### src/rtl/keypad_pkg.sv
// Shared keypad types: digit width, BCD digit type and entry FSM states.
// The keypad decoder and the lock/compare logic import the same package.
package keypad_pkg;

  localparam int DIGIT_W = 4;

  typedef logic [DIGIT_W-1:0] bcd_digit_t;

  typedef enum logic [1:0] {
    IDLE   = 2'd0,
    ENTRY  = 2'd1,
    SUBMIT = 2'd2
  } entry_state_t;

  // Bit positions of the four button/key event sources
  localparam int EV_KEY   = 0;
  localparam int EV_ENTER = 1;
  localparam int EV_BACK  = 2;
  localparam int EV_CLEAR = 3;
  localparam int NUM_EV   = 4;

  // Only decimal digits may enter the code register
  function automatic logic is_bcd(input bcd_digit_t d);
    return (d <= bcd_digit_t'(9));
  endfunction

endpackage

### src/rtl/rise_detect.sv
// Rising-edge detector for a level input. The history flop resets to 1 so a
// level that is already high when reset releases gives no pulse until it has
// been seen low at least once.
module rise_detect (
  input  logic clk,
  input  logic rst,
  input  logic sig_i,
  output logic pulse_o
);

  logic hist_q;

  // Track the previous level every cycle
  always_ff @(posedge clk or posedge rst) begin
    if (rst) hist_q <= 1'b1;
    else     hist_q <= sig_i;
  end

  assign pulse_o = sig_i & ~hist_q;

endmodule

### src/rtl/digit_entry_buffer.sv
// Keypad digit entry buffer: turns key presses into a BCD code held in a
// shift register, supports backspace/clear, hands the finished code to the
// lock logic over valid/ready, and optionally drops a stale entry after an
// idle timeout.
module digit_entry_buffer
  import keypad_pkg::*;
#(
  parameter int unsigned MAX_DIGITS     = 4,
  parameter int unsigned TIMEOUT_CYCLES = 0
) (
  input  logic                               clk,
  input  logic                               rst,
  input  logic [3:0]                         key_number,
  input  logic                               key_valid,
  input  logic                               enter_btn,
  input  logic                               back_btn,
  input  logic                               clear_btn,
  input  logic                               code_ready,
  output logic [DIGIT_W*MAX_DIGITS-1:0]      code_digits,
  output logic [$clog2(MAX_DIGITS+1)-1:0]    digit_count,
  output logic                               code_valid,
  output logic                               overflow,
  output logic                               timeout
);

  localparam int CODE_W = DIGIT_W * MAX_DIGITS;
  localparam int CNT_W  = $clog2(MAX_DIGITS + 1);
  localparam logic [CNT_W-1:0] CNT_ONE = CNT_W'(1);
  localparam logic [CNT_W-1:0] CNT_MAX = CNT_W'(MAX_DIGITS);

  entry_state_t      state_q, state_d;
  logic [CODE_W-1:0] digits_q, digits_d;
  logic [CNT_W-1:0]  count_q, count_d;
  logic              overflow_q, overflow_d;
  logic              timeout_q, timeout_d;

  logic [NUM_EV-1:0] btn_level;
  logic [NUM_EV-1:0] btn_pulse;
  logic              digit_press;
  logic              entry_event;
  logic              timer_last;

  assign btn_level = {clear_btn, back_btn, enter_btn, key_valid};

  generate
    for (genvar gi = 0; gi < NUM_EV; gi++) begin : g_edge
      rise_detect u_rise (
        .clk     (clk),
        .rst     (rst),
        .sig_i   (btn_level[gi]),
        .pulse_o (btn_pulse[gi])
      );
    end
  endgenerate

  // A key press with a non-decimal number is dropped entirely
  assign digit_press = btn_pulse[EV_KEY] & is_bcd(key_number);
  assign entry_event = btn_pulse[EV_CLEAR] | btn_pulse[EV_ENTER] |
                       btn_pulse[EV_BACK]  | digit_press;

  // Next-state, shift register and pulse outputs; clear > enter > back > digit
  always_comb begin
    state_d    = state_q;
    digits_d   = digits_q;
    count_d    = count_q;
    overflow_d = 1'b0;
    timeout_d  = 1'b0;
    case (state_q)
      IDLE: begin
        if (digit_press) begin
          digits_d = (digits_q << DIGIT_W) | CODE_W'(key_number);
          count_d  = count_q + CNT_ONE;
          state_d  = ENTRY;
        end
      end
      ENTRY: begin
        if (!entry_event) begin
          if (timer_last) begin
            digits_d  = '0;
            count_d   = '0;
            timeout_d = 1'b1;
            state_d   = IDLE;
          end
        end else if (btn_pulse[EV_CLEAR]) begin
          digits_d = '0;
          count_d  = '0;
          state_d  = IDLE;
        end else if (btn_pulse[EV_ENTER]) begin
          state_d = SUBMIT;
        end else if (btn_pulse[EV_BACK]) begin
          digits_d = digits_q >> DIGIT_W;
          count_d  = count_q - CNT_ONE;
          if (count_q == CNT_ONE) state_d = IDLE;
        end else if (count_q == CNT_MAX) begin
          overflow_d = 1'b1;
        end else begin
          digits_d = (digits_q << DIGIT_W) | CODE_W'(key_number);
          count_d  = count_q + CNT_ONE;
        end
      end
      SUBMIT: begin
        // Code is frozen; only the consumer's ready moves us on
        if (code_ready) begin
          digits_d = '0;
          count_d  = '0;
          state_d  = IDLE;
        end
      end
      default: begin
        digits_d = '0;
        count_d  = '0;
        state_d  = IDLE;
      end
    endcase
  end

  // State, code register and pulse registers
  always_ff @(posedge clk or posedge rst) begin
    if (rst) begin
      state_q    <= IDLE;
      digits_q   <= '0;
      count_q    <= '0;
      overflow_q <= 1'b0;
      timeout_q  <= 1'b0;
    end else begin
      state_q    <= state_d;
      digits_q   <= digits_d;
      count_q    <= count_d;
      overflow_q <= overflow_d;
      timeout_q  <= timeout_d;
    end
  end

  generate
    if (TIMEOUT_CYCLES != 0) begin : g_timer
      localparam logic [31:0] TIMER_LAST = 32'(TIMEOUT_CYCLES - 1);
      logic [31:0] timer_q, timer_d;

      // Count only while sitting in ENTRY with nothing happening
      always_comb begin
        timer_d = '0;
        if (state_q == ENTRY && state_d == ENTRY && !entry_event)
          timer_d = timer_q + 32'd1;
      end

      // Inactivity timer register
      always_ff @(posedge clk or posedge rst) begin
        if (rst) timer_q <= '0;
        else     timer_q <= timer_d;
      end

      assign timer_last = (state_q == ENTRY) && (timer_q == TIMER_LAST);
    end else begin : g_no_timer
      assign timer_last = 1'b0;
    end
  endgenerate

  assign code_digits = digits_q;
  assign digit_count = count_q;
  assign code_valid  = (state_q == SUBMIT);
  assign overflow    = overflow_q;
  assign timeout     = timeout_q;

endmodule

### config.mk
export PLATFORM = sky130hd
export DESIGN_NAME = digit_entry_buffer
export DESIGN_NICKNAME = d
export VERILOG_FILES = /design/src/rtl/keypad_pkg.sv /design/src/rtl/rise_detect.sv /design/src/rtl/digit_entry_buffer.sv
export SDC_FILE = /design/constraint.sdc
export NUM_CORES = 1
export LEC_CHECK = 0
export CAP_MARGIN = 10
export CORE_ASPECT_RATIO = 0.9
export CORE_UTILIZATION = 45
export DETAILED_ROUTE_END_ITERATION = 8
export GPL_TIMING_DRIVEN = 0
export HOLD_SLACK_MARGIN = 0.05
export PLACE_DENSITY = 0.82
export REMOVE_ABC_BUFFERS = 1
export SLEW_MARGIN = 30
export SYNTH_ARGS = -nofsm -noshare
export SYNTH_HDL_FRONTEND = slang
export SYNTH_SLANG_ARGS = --single-unit
### constraint.sdc
create_clock -name clk -period 3.95 [get_ports clk]
set_input_delay 0.395 -clock clk [delete_from_list [all_inputs] [get_ports clk]]
set_output_delay 0.395 -clock clk [all_outputs]
set_load 0.02 [all_outputs]
==> results of run 1 <==
[state kept, by name, summed over array words and instances, names as in the netlist]
signal	flops
state_q	2
g_edge.u_rise.hist_q	4
digit_count	3
overflow	1
code_digits	16
[logic make-up (layout without fill, tap and decap cells)]
logic type,count (synthesis),in the layout,share of synthesized area (%)
DFF,26,26,47.2
muxes,19,19,15.9
AOI/OAI and AO/OA,23,23,14.2
buffers and inverters,16,45,6.85
adders and majority gates,4,4,3.61
other,1,1,0.270
and+or+nand+nor,26,26,11.9
[metrics by stage]
step / setup WS (ns) / power, W / area [um2] / hold WS, ns / utilization (%)
2_1_floorplan: 1.75 / 0.000812 / 1330 / 0.399 / -
3_3_place_gp: 1.23 / 0.00105 / 1690 / 0.528 / 59.6
5_1_grt: 1.56 / 0.00128 / 1730 / 0.446 / 61.0
4_1_cts: 1.45 / 0.00120 / 1730 / 0.494 / 60.9
3_5_place_dp: 1.16 / 0.00107 / 1690 / 0.534 / 59.7
6_report: 1.67 / 0.00120 / 1730 / 0.408 / 61.0
[power groups by stage]
stage	Clock [W]	Combinational, W	Sequential [W]
after floorplan	0	0.000260	0.000552
after global placement	0	0.000594	0.000452
after detailed placement	0	0.000608	0.000458
after CTS	0.000138	0.000614	0.000453
after global routing	0.000151	0.000656	0.000469
final	0.000135	0.000609	0.000453
[area by class of cell]
cell class	instances	area (um2)	share of cell area (%)
inverter	10	37.5	2.17
multi-input combinational	73	642	37.1
timing repair buffer	31	310	17.9
tap	40	50.0	2.89
clock buffer	4	36.3	2.10
sequential	26	656	37.9
[cell usage after synthesis (3+ instances only)]
cell type | n | area (um2)
mux2_4 | 4 | 60.1
nand2_1 | 5 | 18.8
a22o_1 | 12 | 105
nor2_1 | 4 | 15.0
nand2b_1 | 4 | 25.0
mux2_2 | 8 | 90.1
dfstp_2 | 4 | 105
ha_1 | 4 | 50.1
dfrtp_1 | 22 | 551
mux2i_1 | 7 | 70.1
inv_1 | 8 | 30.0
nor3_1 | 3 | 15.0
[how the worst max path moves through the flow]
stage                       startpoint         endpoint  slack [ns]  depth (start not counted)
2_1_floorplan           digit_count[0]  code_digits[10]        1.75                          7
6_report                    state_q[0]   digit_count[2]        1.67                          5
3_5_place_dp                 clear_btn   code_digits[9]        1.16                          6
3_3_place_gp                 clear_btn   code_digits[9]        1.23                          6
4_1_cts        g_edge[2].u_rise.hist_q   code_digits[9]        1.45                          5
5_1_grt                     state_q[0]   digit_count[2]        1.56                          5
[layer usage]
layer | track usage, % | part of all wire [%] | up-vias
met5 | 0 | 0 | -
met3 | 4.96 | 4.8 | 8
li1 | - | - | 467
met1 | 25.2 | 48 | 484
met2 | 28.8 | 46 | 43
met4 | 6.06 | 1.4 | 0
==> impl_results.md, run 1 <==
- Outcome: finished clean
- Core outline area: 2840 um2
- Later-pin clock latency in the skew report: 0.32 ns
- Slowest Stage Delay on Critical Path: 0.75 ns
- Switching power as a share of total power: 38.0%
- Synthesized area: 1390 um2
- Initial standard-cell utilization of the core: 48.9%
- Maximum vdd ir drop: 0.406 mV
- Die height: 54.7 um
- Pin count of the biggest net entering global routing: 27
- Reg2Reg Launch Point: state_q[0]
- Worst path required time: 4.20 ns
- Total of warnings raised by yosys: 0
- Number of hold violations in the final report: 0
- Switching pwr: 0.000455 W
- Clock Skew: 0.00509 ns
- Critical Path AT: 2.53 ns
- Mean instance size in the synthesized netlist: 12.1 um2
- First-pass GRT wire length: 4430 um
- Antenna violation net count after detailed routing: 0
- Die outline area: 3310 um2
- Total internal power: 0.000742 W
- Period Utilization, post-route: 57.6%
- Pwr Density: 691 nW/um2
- Total length of routed wires: 2760 um
- Total via count in the routed design: 1002
- DRC violation count after routing: 0
- Hold-fix buffers, CTS: 0
- DRT Pass-1 Iters: 4
- CTS tree: done
- Number of buffers inserted by post-CTS setup repair: 0
- Hold crit path type: input port to async pin
- Post-CTS clock slew at the launch and capture registers of the worst setup and hold paths: 0.14 ns
- Leakage power of the design: 0.756 nW
- IO Pins: 33
- Chain of cells forming the critical path: inv_2 > nor4_4 > a32oi_1 > or4b_1 > o21ai_0
- Max-capacitance violation count: 0
- Placer Congestion: 0.907
- Setup slack on the worst flop-to-flop path: 1.67 ns
- Filler Cells Inserted: 248
- Ant. Diodes: 0
- Most common library cell in the layout ignoring fill and taps: clkdlybuf4s50_1
- Primary FF master, synth: dfrtp_1
- Clock network fraction of total power: 11.3%
- Post-cts sizing count: 0
- Number of CTS-inserted buffers: 3
- Slew headroom: 46.2%
- # port buffers: 31
- Number of max-slew violations in the final report: 0
- Global route overflow: 0
- Total GRT Usage: 18.5%
- Max Freq: 439 MHz
- Class of the most critical setup path: register to register
- Worst R2R End: digit_count[2]
- Number of sinks driven by the clock tree: 26
- Maximum fanout encountered on the critical timing path: 14
- Clock Root Buffer: clkbuf_4
- Final-report setup violation count: 0
- Number of nets in the layout: 160
- Critical path endpoint category: register
- Vias in the first global route: 922
- Startpoint type of the worst setup path: register
- Number of placement rows: 18
- Sum Neg Setup Slack: 0 ns
- Slew at the pin with the worst max-slew slack: 0.801 ns
- Number of cells traversed by the worst register-to-register path: 5
- Die width: 60.5 um
- Half-perimeter wire length of the detailed placement result: 1900 um
- Sequential element share of the synthesized area: 47.2%
- Largest delay contributor family on the critical path: simple AND/OR/NAND/NOR gates
- Combined buffer and inverter count along the critical path: 1
- Number of enable flip-flop cells after synthesis: 0
- Post-synthesis to final-layout area growth: 24.8%
- Proportion of power drawn by flip-flops and latches: 37.8%
- Share of synthesized flip-flops with an asynchronous set or reset: 100%
- Share of post-route cells with drive strength above 1: 21.5%
- RSZ-0062 raised after global routing: false
- CP max-delay cell: nor4_4
- # placed instances: 180
- Number of cells produced by synthesis: 115
- Post-synthesis sequential element count: 26
- Share of power burned in combinational logic: 50.9%
- Commonest non-fill, non-tap cells in the layout: clkdlybuf4s50_1 (31), dfrtp_1 (22), a22o_1 (12)
- Antenna violations before repair: 0
- Wire length per cell: 15.0 um
- H-tree depth: 1
- Final cell count without fillers: 184
- Number of violations reported at the end of detailed-routing iteration 0: 41
- Final critical delay including setup and external delays: 2.28 ns
- CTS max path bufs: 2
- Via-per-instance ratio: 5.45
- Cell variety after synth: 37
Note: power is estimated with default switching activity, not from simulation.
==> run 2: changes to the inputs <==
clock period = 2.2 ns   (was 3.95 ns; I/O delays follow)
==> run 2 against run 1 <==
Non-clock buffer count is 1 higher. Sequential share of layout area down 0.27 points. Hold slack got worse by 0.17 ns. Clock-buffer cell count is the same. Design area grew 0.72%. Maximum frequency rose by 14%. Register-to-register slack lost 1.5 ns. Via count grew 0.30%. Clock power rose by 76%. Critical path depth unchanged.
==> impl_results.md, run 2 (synthesis results as in run 1) <==
- CP max-delay cell: dfstp_2
- Max Freq: 499 MHz (+14%)
- Total internal power: 0.00133 W (+80%)
- Maximum fanout encountered on the critical timing path: 18 (+4)
- Global route overflow: 0 (unchanged)
- Capture point of the worst path: code_digits[9]
- Number of nets in the layout: 161 (+0.63%)
- Die width: 60.5 um (unchanged)
- Number of placement rows: 18 (unchanged)
- RSZ-0062 raised after global routing: false
- IO Pins: 33 (unchanged)
- Switching power as a share of total power: 37.9% (-0.17 points)
- Critical path endpoint category: register
- Number of violations reported at the end of detailed-routing iteration 0: 47 (+15%)
- Final-report setup violation count: 0 (unchanged)
- Via-per-instance ratio: 5.43 (-0.24%)
- # placed instances: 180 (unchanged)
- Number of cells traversed by the worst register-to-register path: 5 (unchanged)
- Die height: 54.7 um (unchanged)
- Number of CTS-inserted buffers: 3 (unchanged)
- Proportion of power drawn by flip-flops and latches: 37.9% (about the same)
- Met2 wire len: 1320 um (+3.9%)
- Top Layer Used: met4
- Class of the most critical setup path: register to register
- Filler Cells Inserted: 245 (-1.2%)
- Half-perimeter wire length of the detailed placement result: 1900 um (unchanged)
- DRT Pass-1 Iters: 5 (+1)
- H-tree depth: 1 (unchanged)
- Antenna violations before repair: 0 (unchanged)
- Die outline area: 3310 um2 (unchanged)
- Final core utilization: 61.5% (+0.44 points)
- Slowest Stage Delay on Critical Path: 0.55 ns (-0.20 ns)
- Core outline area: 2840 um2 (unchanged)
- Post-synthesis to final-layout area growth: 25.7%
- Sum Neg Setup Slack: 0 ns (unchanged)
- Antenna violation net count after detailed routing: 0 (unchanged)
- Hold WS: 0.234 ns (-0.174 ns)
- First element of the critical path: g_edge[2].u_rise.hist_q
- Number of sinks driven by the clock tree: 26 (unchanged)
- Initial standard-cell utilization of the core: 48.9% (unchanged)
- Total length of routed wires: 2780 um (+0.43%)
- Total GRT Usage: 18.5% (unchanged)
- Worst path required time: 2.42 ns (-1.78 ns)
- Number of flip-flops in the largest register: 16 (unchanged)
- Number of hold violations in the final report: 0 (unchanged)
- Number of max-slew violations in the final report: 0 (unchanged)
- # port buffers: 31 (unchanged)
- Setup slack on the worst flop-to-flop path: 0.20 ns (-1.48 ns)
- Met3 wire length: 123 um (-6.8%)
- Reg2Reg Launch Point: g_edge[2].u_rise.hist_q
- Wire length per cell: 15.0 um (-0.11%)
- Later-pin clock latency in the skew report: 0.32 ns (about the same)
- Pin count of the biggest net entering global routing: 27 (unchanged)
- Clock Root Buffer: clkbuf_4
- Max-capacitance violation count: 0 (unchanged)
- Post-CTS clock slew at the launch and capture registers of the worst setup and hold paths: 0.14 ns (about the same)
- Final critical delay including setup and external delays: 2.00 ns (-0.274 ns)
- Worst R2R End: code_digits[9]
- Share of power burned in combinational logic: 51.0% (about the same)
- Leakage power of the design: 0.769 nW (+1.8%)
- Vias in the first global route: 929 (+0.76%)
- Clock Skew: 0.00928 ns (+0.00419 ns)
- Share of post-route cells with drive strength above 1: 22.1% (+0.54 points)
- Switching pwr: 0.000813 W (+79%)
- CTS tree: done
- Pwr Density: 1230 nW/um2 (+78%)
- Period Utilization, post-route: 91.0% (+33 points)
- Commonest non-fill, non-tap cells in the layout: clkdlybuf4s50_1 (31), dfrtp_1 (22), a22o_1 (12)
- Maximum vdd ir drop: 0.716 mV (+76%)
- CTS max path bufs: 2 (unchanged)
- DRC violation count after routing: 0 (unchanged)
- Total via count in the routed design: 1005 (+0.30%)
- Outcome: finished clean
- Ant. Diodes: 0 (unchanged)
- Critical Path AT: 2.22 ns (-0.31 ns)
- Slew headroom: 53.8% (+7.6 points)
- Startpoint type of the worst setup path: register
- First-pass GRT wire length: 4440 um (+0.32%)
- Hold-fix buffers, CTS: 0 (unchanged)
- Hold crit path type: input port to async pin
- Final cell count without fillers: 185 (+0.54%)
- Clock network fraction of total power: 11.1% (-0.2 points)
- Metal1 wirelength: 1300 um (-1.1%)
- Slew at the pin with the worst max-slew slack: 0.692 ns (-0.109 ns)
- Most common library cell in the layout ignoring fill and taps: clkdlybuf4s50_1
- Placer Congestion: 0.907 (unchanged)
- Chain of cells forming the critical path: and2b_1 > o21ai_2 > o2111a_1 > nand2b_4 > mux2_2
-- run 2: changes by cell type in the layout (fill, tap and decap cells not counted), sizes merged --
cell,change
buf,+1
-- run 2: worst min path at each step --
stage / slack (ns) / to / start
finish: 0.23 / digit_count[0] / rst
global route: 0.27 / digit_count[0] / rst
CTS: 0.32 / g_edge[2].u_rise.hist_q / back_btn
detailed placement: 0.53 / code_digits[1] / code_digits[1]
global placement: 0.53 / code_digits[15] / code_digits[15]
floorplan: 0.22 / g_edge[0].u_rise.hist_q / key_valid
-- run 2: timing repair --
action	in CTS	in global routing
gates resized for setup	1	1
buffers inserted	1	0
setup endpoints to repair	19	8
endpoints found under the hold margin	0	0
pin swaps	1	0
-- run 2: through the flow --
stage / setup slack (ns) / instance area (um2) / total power (W)
3_5_place_dp: -0.416 / 1690 / 0.00191
4_1_cts: 0.0475 / 1740 / 0.00216
2_1_floorplan: -0.00117 / 1330 / 0.00146
5_1_grt: 0.104 / 1740 / 0.00229
3_3_place_gp: -0.343 / 1690 / 0.00188
6_report: 0.197 / 1740 / 0.00215
-- run 2: cell type report --
class	instances	area, um2	share of cell area [%]
Timing Repair Buffer	32	318	18.2
Tap cell	40	50.0	2.87
Multi-Input combinational cell	73	647	37.1
Sequential cell	26	656	37.6
Clock buffer	4	36.3	2.08
Inverter	10	37.5	2.15
-- run 2: critical path, delay by kind of cell (launching register included) --
family	cells	cell delay [ns]
simple gates	2	0.54
flops	1	0.55
compound gates	2	0.42
mux	1	0.38
-- run 2: power groups by stage --
stage | clock network, W | logic [W] | registers (W)
4_1_cts | 0.000248 | 0.00110 | 0.000813
6_report | 0.000238 | 0.00109 | 0.000814
5_1_grt | 0.000270 | 0.00118 | 0.000843
2_1_floorplan | 0 | 0.000467 | 0.000991
3_5_place_dp | 0 | 0.00109 | 0.000822
3_3_place_gp | 0 | 0.00107 | 0.000811
-- run 2: per-layer routing --
metal	GRT usage, %	vias to the layer above
met5	0	-
met2	29.3	33
met4	6.06	0
li1	-	469
met1	24.7	499
met3	4.96	4
==> run 3: changes to the inputs <==
CTS_BUF_LIST = sky130_fd_sc_hd__clkbuf_4 sky130_fd_sc_hd__clkbuf_8 sky130_fd_sc_hd__clkbuf_16   (was default)
==> results of run 3 <==
Same layout as run 2: the final DEF is identical, and so are final timing and power.
==> RTL change 1 (config.mk and constraints of run 2) <==
The parameter `TIMEOUT_CYCLES` goes from 0 to 1.
--- a/src/rtl/digit_entry_buffer.sv
+++ b/src/rtl/digit_entry_buffer.sv
@@ -8,3 +8,3 @@
   parameter int unsigned MAX_DIGITS     = 4,
-  parameter int unsigned TIMEOUT_CYCLES = 0
+  parameter int unsigned TIMEOUT_CYCLES = 1
 ) (
Behaviour: not the same (a bounded check fails within 4 cycles, from zero or initial values and one cycle with rst high).
==> RTL change 1 against run 2 <==
Power is 72% higher; critical path depth is 4 higher; sequential cell count is 33 higher; critical endpoint is now digit_count[2]$_DFFE_PP0P_; wire length is 140% higher; synthesized cell count grew to 2.6 times the old value; worst setup slack worse by 0.15 ns; cell area is 120% higher; synthesized area is 120% higher; critical path type unchanged.
==> RTL change 1: results (changes against run 2) <==
Fin Clk Skew - 0.00561 ns (-0.00367 ns)
Power in sequential cells - 1.44 mW (+77%)
Sequential area share after synthesis - 48.0% (+0.72 points)
GRT Total Usage - 19.7% (+1.2 points)
HPWL after DPL - 4.25 mm (+120%)
Fill cell count - 508 (+110%)
Reg-to-reg critical path endpoint - digit_count[2]$_DFFE_PP0P_
Iteration-0 DRC Markers - 167 (+260%)
Vias in the first global route - 2212 (+140%)
Layout cells sized above 1 - 16.4% (-5.7 points)
Initial antenna violation count - 0 (unchanged)
Critical-path maximum fanout - 17 (-1)
Lkg Pwr - 1.58 nW (+110%)
CTS root buf - clkbuf_8
GR Util met2 - 29.1% (-0.22 points)
# nets final - 348 (+120%)
Status - complete, no violations
IR drop worst, VDD - 566 µV (-21%)
Net Sw Power - 1.26 mW (+55%)
Worst r2r src - g_timer.timer_q[0]$_DFF_PP0_
IO buf count - 32 (+3.2%)
R2R Setup Slk - 0.05 ns (-0.15 ns)
Slew @ Worst Pin - 0.668 ns (-0.0241 ns)
H-tree depth - 3 (+2)
Post-DP Area - 0.00348 mm² (+110%)
Largest register FFs - 32 (+16)
Reg2reg path depth - 9 (+4)
CTS Buf Count - 9 (+6)
Via Count - 2384 (+140%)
Largest cells by area after synthesis - dfrtp_1 (45%), xnor2_1 (5.4%), nor2_1 (4.7%)
First-pass GRT wire length - 10.7 mm (+140%)
Yosys cell types - 49 (+32%)
Met1 Use GR - 28.5% (+3.8 points)
Critical Path AT - 2.37 ns (+0.15 ns)
Top post-synthesis cells by count - dfrtp_1 (55), nor2_1 (39), xnor2_1 (19), nand2_1 (14), nand3_1 (14)
Drt pass-1 iters - 4 (-1)
Pin count of the biggest net entering global routing - 42 (+56%)
Clk pwr - 0.883 mW (+270%)
Biggest register - g_timer.timer_q
CTS clk-pin slew, worst paths - 0.06 ns (-0.08 ns)
Final GP Congestion - 0.894 (-1.5%)
Final WL - 6.71 mm (+140%)
Crit Path Class - reg -> reg
Met3 Usage GRT - 3.39% (-1.6 points)
==> RTL change 1: per-stage QoR <==
| stage | setup slack [ns] | power [mW] | instances | TNS, ns | utilization (%) |
|---|---|---|---|---|---|
| 2_1_floorplan | -0.276 | 2.23 | 282 | -3.58 | - |
| 3_3_place_gp | -0.756 | 2.69 | 404 | -52.64 | 52.1 |
| 3_5_place_dp | -0.417 | 2.74 | 405 | -13.34 | 52.6 |
| 4_1_cts | -0.0363 | 3.70 | 424 | -0.0363 | 56.1 |
| 5_1_grt | -0.0405 | 3.89 | 426 | -0.286 | 56.9 |
| 6_report | 0.0464 | 3.70 | 426 | 0 | 56.9 |
==> RTL change 1: per-layer routing <==
metal  vias to the layer above  share of wire (%)
li1                       1125                  -
met3                        10                3.3
met5                         -                  0
met2                        59                 48
met1                      1190                 47
met4                         0                1.6
==> RTL change 1: cells by family (layout without fill, tap and decap cells) <==
family	after synthesis	count (layout)	share of synthesized area, %
and+or+nand+nor	125	126	21.9
DFF	59	59	48.0
AOI/OAI and AO/OA	36	36	9.81
xor gates and xnor gates	30	30	8.51
buffers and inverters	23	64	3.69
muxes	15	15	5.71
adders and majority gates	6	6	2.43
==> RTL change 1: critical path, stage by stage, from the launching register on <==
cell and delay (ns):
dfrtp_1 0.42, inv_1 0.07, ha_1 0.18, nor4b_4 0.20
nand4_1 0.20, nor4_4 0.31, o211ai_4 0.11, buf_12 0.17
buf_4 0.15, o31a_1 0.23
==> RTL change 1: worst min-delay path by stage <==
| stage | start | endpoint | slack (ns) | depth (start not counted) |
|---|---|---|---|---|
| 6_report | rst | code_digits[8]$_DFFE_PP0P_ | 0.18 | 2 |
| 5_1_grt | rst | code_digits[11]$_DFFE_PP0P_ | 0.20 | 2 |
| 4_1_cts | rst | code_digits[8]$_DFFE_PP0P_ | 0.18 | 2 |
| 3_5_place_dp | code_digits[15]$_DFFE_PP0P_ | code_digits[15]$_DFFE_PP0P_ | 0.49 | 1 |
| 3_3_place_gp | code_digits[13]$_DFFE_PP0P_ | code_digits[13]$_DFFE_PP0P_ | 0.50 | 1 |
| 2_1_floorplan | key_valid | g_edge[0].u_rise.hist_q$_DFF_PP1_ | 0.22 | 0 |
==> RTL change 1: cell type report <==
class	count	area, µm²	area share (%)
clock buffer	14	163	4.32
clock inverter	2	10.0	0.266
inverter	11	43.8	1.16
multi-input combinational	213	1570	41.7
sequential	59	1480	39.4
tap	90	113	2.99
timing repair buffer	37	383	10.2
==> RTL change 1: timing repair <==
action                     CTS  global route
pin swaps                    1             4
buffers inserted             2             2
setup endpoints to repair   45            53
gates cloned                 1             0
resized for setup            5            10
==> RTL change 2 (flow settings as in run 2) <==
Made on the original files. Register the inputs `key_number`, `key_valid`, `enter_btn`, `back_btn` and `clear_btn` before use, without a reset. The logic sees them one clock later. The other inputs are not delayed to match.
--- a/src/rtl/digit_entry_buffer.sv
+++ b/src/rtl/digit_entry_buffer.sv
@@ -30,2 +30,16 @@
 
+  logic [3:0] key_number_q;
+  logic key_valid_q;
+  logic enter_btn_q;
+  logic back_btn_q;
+  logic clear_btn_q;
+
+  always_ff @(posedge clk) begin
+    key_number_q <= key_number;
+    key_valid_q  <= key_valid;
+    enter_btn_q  <= enter_btn;
+    back_btn_q   <= back_btn;
+    clear_btn_q  <= clear_btn;
+  end
+
   entry_state_t      state_q, state_d;
@@ -42,3 +56,3 @@
 
-  assign btn_level = {clear_btn, back_btn, enter_btn, key_valid};
+  assign btn_level = {clear_btn_q, back_btn_q, enter_btn_q, key_valid_q};
 
@@ -56,3 +70,3 @@
   // A key press with a non-decimal number is dropped entirely
-  assign digit_press = btn_pulse[EV_KEY] & is_bcd(key_number);
+  assign digit_press = btn_pulse[EV_KEY] & is_bcd(key_number_q);
   assign entry_event = btn_pulse[EV_CLEAR] | btn_pulse[EV_ENTER] |
@@ -70,3 +84,3 @@
         if (digit_press) begin
-          digits_d = (digits_q << DIGIT_W) | CODE_W'(key_number);
+          digits_d = (digits_q << DIGIT_W) | CODE_W'(key_number_q);
           count_d  = count_q + CNT_ONE;
@@ -96,3 +110,3 @@
         end else begin
-          digits_d = (digits_q << DIGIT_W) | CODE_W'(key_number);
+          digits_d = (digits_q << DIGIT_W) | CODE_W'(key_number_q);
           count_d  = count_q + CNT_ONE;
Function: changed (a bounded check fails within 4 cycles, from zero or initial values and one cycle with rst high).
==> RTL change 2 against run 2 <==
Sequential power grew 25%; final cell count up 18%; worst setup slack worse by 0.11 ns; cell area grew 17%; highest routed layer unchanged; sequential cell count is 8 higher; synthesized area rose by 17%; power grew 23%; wire length increased by 19%.
==> RTL change 2: results (changes against run 2) <==
Iteration-0 DRC Markers - 36 (-23%)
Met2 wire length - 1.57 mm (+19%)
Metal3 WL - 121 µm (-1.6%)
Initial antenna violation count - 0 (unchanged)
CTS clk-pin slew, worst paths - 0.08 ns (-0.06 ns)
Status - complete, no violations
Post-CTS setup buffer count - 0 (-1)
Lkg Pwr - 0.913 nW (+19%)
Drt pass-1 iters - 4 (-1)
M1 WL - 1.54 mm (+18%)
Reg2reg path depth - 5 (unchanged)
Ys async rst share - 76.5% (-24 points)
IR drop worst, VDD - 858 µV (+20%)
Worst skew pair latency - 0.30 ns (-0.02 ns)
Worst setup startpoint - g_edge[2].u_rise.hist_q$_DFF_PP1_
Post-DP Area - 0.00195 mm² (+15%)
Via Count - 1191 (+19%)
R2R Setup Slk - 0.08 ns (-0.11 ns)
Final GP Congestion - 0.797 (-12%)
Sequential area share after synthesis - 50.4% (+3.1 points)
N_diodes - 0 (unchanged)
Top post-synthesis cells by count - dfrtp_1 (22), nor2_1 (14), a22oi_1 (10), inv_1 (9)
H-tree depth - 2 (+1)
GRT Total Usage - 20.5% (+1.9 points)
CTS Buf Count - 5 (+2)
Clock Tree Buf Depth - 2 (unchanged)
Critical Path AT - 2.29 ns (+0.07 ns)
CP delay by family, top - compound AO/OA/AOI/OAI gates
Largest register FFs - 16 (unchanged)
Main synth FF type - dfrtp_1
Routed wire length per instance - 15.1 µm (+0.58%)
# nets final - 189 (+17%)
Largest cells by area after synthesis - dfrtp_1 (34%), dfxtp_1 (9.9%), dfstp_2 (6.5%)
IO buf count - 31 (unchanged)
Uppermost layer routed - met4
Critical path capture point - code_digits[5]$_DFFE_PP0P_
First-pass GRT wire length - 5.75 mm (+29%)
HPWL after DPL - 2.30 mm (+21%)
Yosys cell types - 42 (+14%)
Max_slew headroom - 54.9% (+1.1 points)
Fin Clk Skew - 0.0140 ns (+0.00471 ns)
PostCTS Resize Cnt - 1 (unchanged)
Critical-path maximum fanout - 18 (unchanged)
Fill cell count - 301 (+23%)
Layout cells sized above 1 - 20.6% (-1.5 points)
Max-slew violations - 0 (unchanged)
CTS root buf - clkbuf_8
Max incr delay on CP - 0.53 ns (-0.02 ns)
CP max-delay cell - dfstp_2
==> RTL change 2: cell types whose count changed after synthesis, sizes merged, moves of 2 or more <==
cell / delta
a21oi: +7
a22oi: +10
nor2: +11
dfxtp: +8
buf: -2
a22o: -10
o22ai: +2
==> RTL change 2: metrics by stage <==
stage	hold WS, ns	worst slack [ns]	cells
2_1_floorplan	0.248	0.229	136
3_3_place_gp	0.302	0.00433	211
3_5_place_dp	0.304	-0.0542	211
4_1_cts	0.313	0.0151	219
5_1_grt	0.323	0.00604	219
6_report	0.289	0.0830	219
==> RTL change 2: routing by layer <==
| layer | vias up | global-route usage (%) |
|---|---|---|
| li1 | 568 | - |
| met1 | 586 | 27.2 |
| met2 | 29 | 31.1 |
| met3 | 8 | 4.26 |
| met4 | 0 | 11.8 |
| met5 | - | 0 |
==> RTL change 2: area by class of cell <==
| cell class | count | area, µm² | share of cell area [%] |
|---|---|---|---|
| Sequential cell | 34 | 817 | 39.9 |
| Multi-Input combinational cell | 92 | 746 | 36.4 |
| Timing Repair Buffer | 31 | 310 | 15.1 |
| Clock buffer | 6 | 72.6 | 3.54 |
| Tap cell | 44 | 55.1 | 2.69 |
| Inverter | 10 | 37.5 | 1.83 |
| Clock inverter | 2 | 10.0 | 0.489 |
==> RTL change 2: cell families (layout without fill, tap and decap cells) <==
group / Yosys count / in the layout / share of synthesized area, %
fa+ha+maj: 4 / 4 / 3.09
flops: 34 / 34 / 50.4
mux: 19 / 19 / 13.6
buf+inv: 15 / 49 / 4.33
other cells: 1 / 1 / 0.232
compound gates: 32 / 32 / 15.7
simple gates: 36 / 36 / 12.7
==> RTL change 2: power breakdown <==
part           leakage, nW  total, mW  switching [mW]  internal [mW]
Combinational        0.484       1.18           0.573          0.609
Clock               0.0450      0.444           0.225          0.219
Sequential           0.384       1.02           0.202          0.813
